===== src/rtl/core_pkg.sv =====
// rtl/core_pkg.sv - shared core opcodes, bubble word and fetch state encoding
// Purpose: constants shared by fetch and decode.
//   Opcodes are 7-bit values taken from instr[15:9].
//   NOP_WORD is the bubble instruction.
//   Fetch states use 3-bit localparam encodings.
package core_pkg;

  localparam logic [6:0] OP_IADD = 7'b0100000;
  localparam logic [6:0] OP_LDM  = 7'b0110101;
  localparam logic [6:0] OP_LDD  = 7'b0100010;
  localparam logic [6:0] OP_STD  = 7'b0100011;
  localparam logic [6:0] OP_HLT  = 7'b1100001;
  localparam logic [6:0] OP_NOP  = 7'b1101000;

  localparam logic [15:0] NOP_WORD = {OP_NOP, 9'd0};

  localparam logic [2:0] VEC_HI    = 3'd0;
  localparam logic [2:0] VEC_LO    = 3'd1;
  localparam logic [2:0] FETCH     = 3'd2;
  localparam logic [2:0] FETCH_IMM = 3'd3;
  localparam logic [2:0] HALT      = 3'd4;

endpackage


===== src/rtl/fetch_opclass.sv =====
// rtl/fetch_opclass.sv - opcode classifier for immediate and halt instructions
// Purpose: classifies an opcode. Decode also uses it for its operand-count checks.
// Ports:
//   opcode  in  7  instr[15:9]
//   has_imm out 1  the instruction is followed by an immediate word
//   is_hlt  out 1  the opcode is HLT
module fetch_opclass
  import core_pkg::*;
(
  input  logic [6:0] opcode,
  output logic       has_imm,
  output logic       is_hlt
);

  always_comb begin
    has_imm = (opcode == OP_IADD) || (opcode == OP_LDM) ||
              (opcode == OP_LDD)  || (opcode == OP_STD);
    is_hlt  = (opcode == OP_HLT);
  end

endmodule


===== src/rtl/fetch_unit.sv =====
// rtl/fetch_unit.sv - instruction fetch stage with reset vector, two-word assembly and IF/ID register
// Purpose: owns the PC and loads the reset vector from words 0 and 1.
//   Fetches 16-bit instructions and joins two-word immediate forms.
//   Drives the IF/ID register. Handles stall, branch redirect and halt.
// Ports:
//   clk, reset          clock; synchronous active-low reset
//   imem_addr/imem_data instruction memory; read data is combinational
//   stall               holds the whole stage
//   branch_taken/target redirect request from execute
//   if_valid/if_instr   IF/ID register contents
//   if_imm/if_pc        IF/ID register contents
//   halted              HLT was fetched; fetch is frozen until reset
module fetch_unit
  import core_pkg::*;
#(
  parameter int          ADDR_W   = 20,
  parameter logic [15:0] NOP_WORD = core_pkg::NOP_WORD
) (
  input  logic              clk,
  input  logic              reset,
  output logic [ADDR_W-1:0] imem_addr,
  input  logic [15:0]       imem_data,
  input  logic              stall,
  input  logic              branch_taken,
  input  logic [ADDR_W-1:0] branch_target,
  output logic              if_valid,
  output logic [15:0]       if_instr,
  output logic [15:0]       if_imm,
  output logic [ADDR_W-1:0] if_pc,
  output logic              halted
);

  logic [2:0]        state;
  logic [ADDR_W-1:0] pc;
  logic [ADDR_W-1:0] pc_inc;
  logic [ADDR_W-17:0] vec_hi;  // only the bits that reach the PC are kept
  logic [15:0]       hold;     // first word of a two-word instruction
  logic              has_imm;
  logic              is_hlt;

  assign pc_inc = pc + ADDR_W'(1);

  fetch_opclass u_opclass (
    .opcode  (imem_data[15:9]),
    .has_imm (has_imm),
    .is_hlt  (is_hlt)
  );

  always_comb begin
    case (state)
      VEC_HI:  imem_addr = '0;
      VEC_LO:  imem_addr = ADDR_W'(1);
      default: imem_addr = pc;
    endcase
  end

  always_ff @(posedge clk) begin
    if (!reset) begin
      state    <= VEC_HI;
      pc       <= '0;
      vec_hi   <= '0;
      hold     <= '0;
      if_valid <= 1'b0;
      if_instr <= NOP_WORD;
      if_imm   <= '0;
      if_pc    <= '0;
      halted   <= 1'b0;
    end else begin
      case (state)
        // The vector load ignores stall and branch so that it always completes.
        VEC_HI: begin
          vec_hi   <= imem_data[ADDR_W-17:0];
          state    <= VEC_LO;
          if_valid <= 1'b0;
          if_instr <= NOP_WORD;
          if_imm   <= '0;
        end
        VEC_LO: begin
          pc       <= {vec_hi, imem_data};
          state    <= FETCH;
          if_valid <= 1'b0;
          if_instr <= NOP_WORD;
          if_imm   <= '0;
        end
        HALT: begin
          if_valid <= 1'b0;
          if_instr <= NOP_WORD;
          if_imm   <= '0;
          halted   <= 1'b1;
        end
        default: begin
          if (branch_taken) begin
            // A half-assembled two-word instruction is dropped here.
            pc       <= branch_target;
            state    <= FETCH;
            if_valid <= 1'b0;
            if_instr <= NOP_WORD;
            if_imm   <= '0;
          end else if (!stall) begin
            pc <= pc_inc;
            if (state == FETCH_IMM) begin
              state    <= FETCH;
              if_valid <= 1'b1;
              if_instr <= hold;
              if_imm   <= imem_data;
              if_pc    <= pc_inc;
            end else if (has_imm) begin
              hold     <= imem_data;
              state    <= FETCH_IMM;
              if_valid <= 1'b0;
              if_instr <= NOP_WORD;
              if_imm   <= '0;
            end else begin
              if_valid <= 1'b1;
              if_instr <= imem_data;
              if_imm   <= '0;
              if_pc    <= pc_inc;
              if (is_hlt) begin
                state  <= HALT;
                halted <= 1'b1;
              end else begin
                state  <= FETCH;
              end
            end
          end
        end
      endcase
    end
  end

endmodule


===== config.mk =====
export PLATFORM = sky130hd
export DESIGN_NAME = fetch_unit
export DESIGN_NICKNAME = d
export VERILOG_FILES = /design/src/rtl/core_pkg.sv /design/src/rtl/fetch_opclass.sv /design/src/rtl/fetch_unit.sv
export SDC_FILE = /design/constraint.sdc
export NUM_CORES = 1
export LEC_CHECK = 0
export BUFFER_PORTS_ARGS = -buffer_cell sky130_fd_sc_hd__buf_2
export CORE_UTILIZATION = 40
export CTS_CLUSTER_SIZE = 30
export DETAILED_ROUTE_END_ITERATION = 6
export GPL_ROUTABILITY_DRIVEN = 0
export SYNTH_ARGS = -nofsm -noshare
export SYNTH_HDL_FRONTEND = slang
export SYNTH_SLANG_ARGS = --single-unit

===== constraint.sdc =====
create_clock -name clk -period 1.6 [get_ports clk]
set_input_delay 0.08 -clock clk [delete_from_list [all_inputs] [get_ports clk]]
set_output_delay 0.08 -clock clk [all_outputs]
set_load 0.01 [all_outputs]

Yosys cells after proc, flatten, opt, wreduce, memory -nomap -nowiden
Cells that the tools add are included.
{ "word_totals": {"reg_bits": 97, "inputBits": 40, "output_inout_bits": 74, "word_cells": 70} }
{ "op_classes": {"n_addsub": 1, "n_eq_ne": 15, "mux": 23, "bitwise_logic": 8, "reduce_logical": 14} }
{ "ops": {"columns": ["op", "count"], "rows": [
  ["20-bit 2-to-1 mux", 4],
  ["20-bit one-hot mux with 2 select lines", 2],
  ["16-bit 2-to-1 mux", 3],
  ["7-bit by 6-bit == test with 1-bit output (second input constant)", 4],
  ["20-bit by 1-bit adder with 20-bit output (second input constant)", 1],
  ["3-bit 2-to-1 mux", 5],
  ["2-bit by 1-bit != test with 1-bit output (second input constant)", 5],
  ["3-bit one-hot mux with 3 select lines", 1],
  ["1-bit inverter", 8],
  ["7-bit == test (second input constant)", 1],
  ["1-bit 2-to-1 mux", 7],
  ["6-bit AND reduction", 1],
  ["5-bit AND reduction", 1],
  ["5-bit OR reduction", 1],
  ["4-bit by 1-bit != test with 1-bit output (second input constant)", 1],
  ["2-bit AND reduction", 2],
  ["4-bit AND reduction", 1],
  ["2-bit OR reduction", 2],
  ["3-bit by 1-bit == test with 1-bit output (second input constant)", 1],
  ["3-bit by 2-bit == test with 1-bit output (second input constant)", 1],
  ["3-bit == test (second input constant)", 1],
  ["3-bit logical NOT", 1],
  ["1-bit logical OR", 3],
  ["3-bit by 1-bit != test with 1-bit output (second input constant)", 1],
  ["3 further kinds", 3]
]} }

Longest topological paths before layout
{ "depth": {"ltp_word": 9, "mapped_depth": 7, "ltp_nobuf": 6} }

Modules after synthesis
Synthesis repeated with hierarchy kept, for this count alone.
{ "hier_totals": {"hier_cells": 636, "area_unflattened_um2": 4809.6} }
{ "modules_own_cells": {"columns": ["mod", "n_inst", "cells_each", "area_each_um2", "seq_area_each_um2"], "rows": [
  ["fetch_unit", 1, 628, 4749.6, 1941.9],
  ["fetch_opclass", 1, 8, 60.1, 0.0]
]} }

Worst setup path after synthesis
Ideal clock, no wire load.
{ "synth_path": {"kind": "reg2reg", "start": "register pc[0]", "end": "register pc[10]", "setup_ns": 0.115, "arrival_ns": 1.577, "required_time_ns": 1.485, "slack_ns": -0.091, "stages_incl_launch_ff": 7, "path_buffers": 0, "period_less_slack_ns": 1.691, "cell_sequence": "dfxtp_1 ha_1 nand3_2 nor3_1 o21ai_0 and2_1 o21a_1"} }
{ "synth_via": {"elab_chain_len": 4} }
{ "synth_lines": {"columns": ["item", "line", "source"], "rows": [
  ["start, declared", "fetch_unit.sv:34", "logic [ADDR_W-1:0] pc;"],
  ["start signal, assigned", "fetch_unit.sv:79", "pc <= {vec_hi, imem_data};"],
  ["start signal, assigned", "fetch_unit.sv:94", "pc <= branch_target;"],
  ["start signal, assigned", "fetch_unit.sv:100", "pc <= pc_inc;"],
  ["20-bit by 1-bit adder with 20-bit output", "fetch_unit.sv:41", "assign pc_inc = pc + ADDR_W'(1);"],
  ["20-bit 2-to-1 mux", "fetch_unit.sv:99", "end else if (!stall) begin"],
  ["20-bit 2-to-1 mux", "fetch_unit.sv:92", "if (branch_taken) begin"],
  ["20-bit one-hot mux with 2 select lines", "fetch_unit.sv:69", "case (state)"]
]} }
Every way passes these cells. The select of a mux whose other input is x is not followed.
A chain may end at the register's enable or synchronous reset.

Worst setup path in the final report
{ "layout_path": {"start": "register pc[1]", "end": "register pc[19]"} }
The elaborated chain is that of the path after synthesis.

==> impl_metrics.json <==
{
  "io_pins": 114,
  "async_flop_share": 0,
  "vias_per_cell": 5.67,
  "overflow": 0,
  "crit_arrival_ns": 1.88,
  "firstDrtPassIters": 7,
  "endpoint_kind": "flip-flop",
  "worstSetupPathType": "reg -> reg",
  "track_usage": 0.243,
  "fin_nets": 780,
  "fin_setup_tns_ns": -0.0178,
  "peakVddDrop_mv": 0.432,
  "maxCapViolCount": 0,
  "postSynthCellCount": 572,
  "yosysWarnings": 0,
  "num_vias": 5025,
  "hold_viol": 0,
  "initial_utilization": 0.416,
  "max_slew_margin": 0.618,
  "synth_area_leaders": "dfxtp_1 (40%), a21oi_1 (5.8%), nor3_1 (4.5%)",
  "synth-edff-count": 0,
  "drt_iter0_markers": 267,
  "grt_pass1_vias": 4631,
  "tightest_slew_ns": 0.572,
  "min_path_type": "in -> reg",
  "clockBufferDepth": 2,
  "layout_commonest_cell": "buf_2",
  "h-tree-depth": 3,
  "fin_crit_ns": 1.62,
  "drc_errors": 3,
  "clk_latency_ns": 0.35,
  "violations": "design-rule violations, negative setup slack",
  "fin_skew_ns": 0.00540,
  "fp.dieW_microns": 112,
  "root_buffer": "clkbuf_16",
  "io_buffers": 113,
  "core-area_sq_um": 11600,
  "rows": 39,
  "die_area_sq_um": 12500,
  "synth_top_flop_cell": "dfxtp_1",
  "syn_nets": 613,
  "rsz0062_at_grt": "true",
  "yosysSeqAreaShare": 0.402,
  "drt_wl_total_mm": 15.6,
  "syn_area_sq_um": 4830,
  "worst-r2r-setup-slack_ns": -0.02,
  "synth-seq-cells": 97,
  "cp-start-kind": "flip-flop",
  "final.setup.worst_slack_ns": -0.0178,
  "detail-route-antenna-nets": 0,
  "fillers": 1039,
  "syn_avg_cell_area_sq_um": 8.44,
  "final_cell_mix": "buf_2 (113), dfxtp_1 (80), buf_4 (68)",
  "fin_util": 0.591,
  "tritoncts": "yes",
  "antenna_found_initial": 0,
  "cts_made_buffers": 9,
  "period_share": 1.01,
  "yosysUniqueCellTypes": 56,
  "grt_start_max_net_pins": 65,
  "power.density_nw_per_um2": 927,
  "cts.clk_slew.worst_paths_ns": 0.07,
  "dp_hpwl_mm": 10.5,
  "cp.required_ns": 1.87,
  "grt_pass1_wl_mm": 23.9,
  "post_drt_wl_per_cell_microns": 17.6,
  "die_y_microns": 112,
  "antennaDiodeCount": 0,
  "drive_above_1_share": 0.401,
  "synth_top_cell_by_area": "dfxtp_1",
  "status": "finished, violations left",
  "leakage_nw": 3.11,
  "fmax_ghz": 0.618,
  "synth_top_area_share": 0.402,
  "slew_viol_final": 0,
  "path_max_fanout": 5,
  "cts_sinks": 97,
  "setup_viol": 1,
  "syn_to_final_growth_pct": 42.0
}
## cell usage after synthesis (all sizes together) (2+ instances only)
cell / n
dfxtp: 97
a21oi: 58
nor3: 43
nor2: 41
nand2: 38
clkbuf: 30
o21ai: 24
mux2i: 21
and2: 19
buf: 18
nand3b: 16
nor2b: 16
a221oi: 15
nand3: 13
a211oi: 11
xnor2: 10
inv: 9
xor2: 8
a31oi: 7
nand4: 7
a22oi: 6
nor4: 6
nand2b: 5
and3: 4
nor3b: 4
o211ai: 4
o21a: 4
o21bai: 4
or3: 4
o22ai: 3
o31a: 3
o31ai: 3
o32ai: 3
a211o: 2
a21o: 2
a31o: 2
o221a: 2
or2: 2
## where the power goes
part | internal [W] | switching (W)
Combinational | 0.000705 | 0.000815
Clock | 0.00113 | 0.00101
Sequential | 0.00256 | 0.000146
## cell type report
type	count	area [sq um]	share of cell area
well taps	143	179	0.0261
clock buffers	11	243	0.0354
clock inverters	5	45.0	0.00657
flip-flops and latches	97	1980	0.288
inverters	9	33.8	0.00492
multi-input cells	418	2950	0.431
repair buffers	204	1430	0.208
## path summary, 6_finish.rpt
path                                        start          to  depth (start not counted)
worst max register to register              pc[1]      pc[19]                          6
worst min register to register         if_imm[14]  if_imm[14]                          2
worst max-delay path                        pc[1]      pc[19]                          6
worst min-delay path            branch_target[14]      pc[14]                          3
## layer usage
layer | up-vias | track usage | routed length (microns)
met3 | 38 | 0.0370 | 917
met2 | 184 | 0.393 | 7380
met4 | 0 | 0.116 | 462
met5 | - | 0 | 0
met1 | 2397 | 0.317 | 6810
li1 | 2406 | - | -
## through the flow
stage               cells  cell area, sq um  hold WS [ns]  worst slack (ns)  total power [W]
finish                887              6860        0.0176           -0.0178          0.00636
global route          887              6860        0.0295           -0.0993          0.00663
CTS                   874              6460       0.00381           -0.0203          0.00625
detailed placement    855              6040         0.367           -0.0985          0.00407
global placement      855              6040         0.370           -0.0486          0.00405
floorplan             572              4860         0.216          -0.00581          0.00346
## worst max-delay path: stages, from the launching register on
cell     delay (ns)
dfxtp_4        0.37
buf_6          0.10
nand4_4        0.18
nor4_4         0.23
nand4_2        0.18
o31a_1         0.29
o32ai_2        0.19
## timing repair
item	CTS	global route
setup endpoints to repair	51	46
buffers inserted	3	12
pin swaps	8	27
cloned	0	1
hold buffers	0	0
endpoints found under the hold margin	0	0
resized for setup	27	65
## flip-flops by register name, summed over array words and instances, names as in the netlist
name and count:
vec_hi 4, pc 20, if_valid 1, hold 16
if_instr 16, halted 1, if_pc 20, if_imm 16
state 3
## logic make-up (layout without fill, tap and decap cells)
| logic type | after synthesis | in the layout | share of synthesized area |
|---|---|---|---|
| flip-flops | 97 | 97 | 0.402 |
| multiplexers | 22 | 22 | 0.0484 |
| AND/OR/NAND/NOR | 222 | 222 | 0.259 |
| AO/OA/AOI/OAI | 155 | 155 | 0.208 |
| buffers and inverters | 57 | 229 | 0.0479 |
| adder cells (fa/ha/maj) | 1 | 1 | 0.00259 |
| XOR/XNOR | 18 | 18 | 0.0326 |
(Power assumes the default switching activity.)
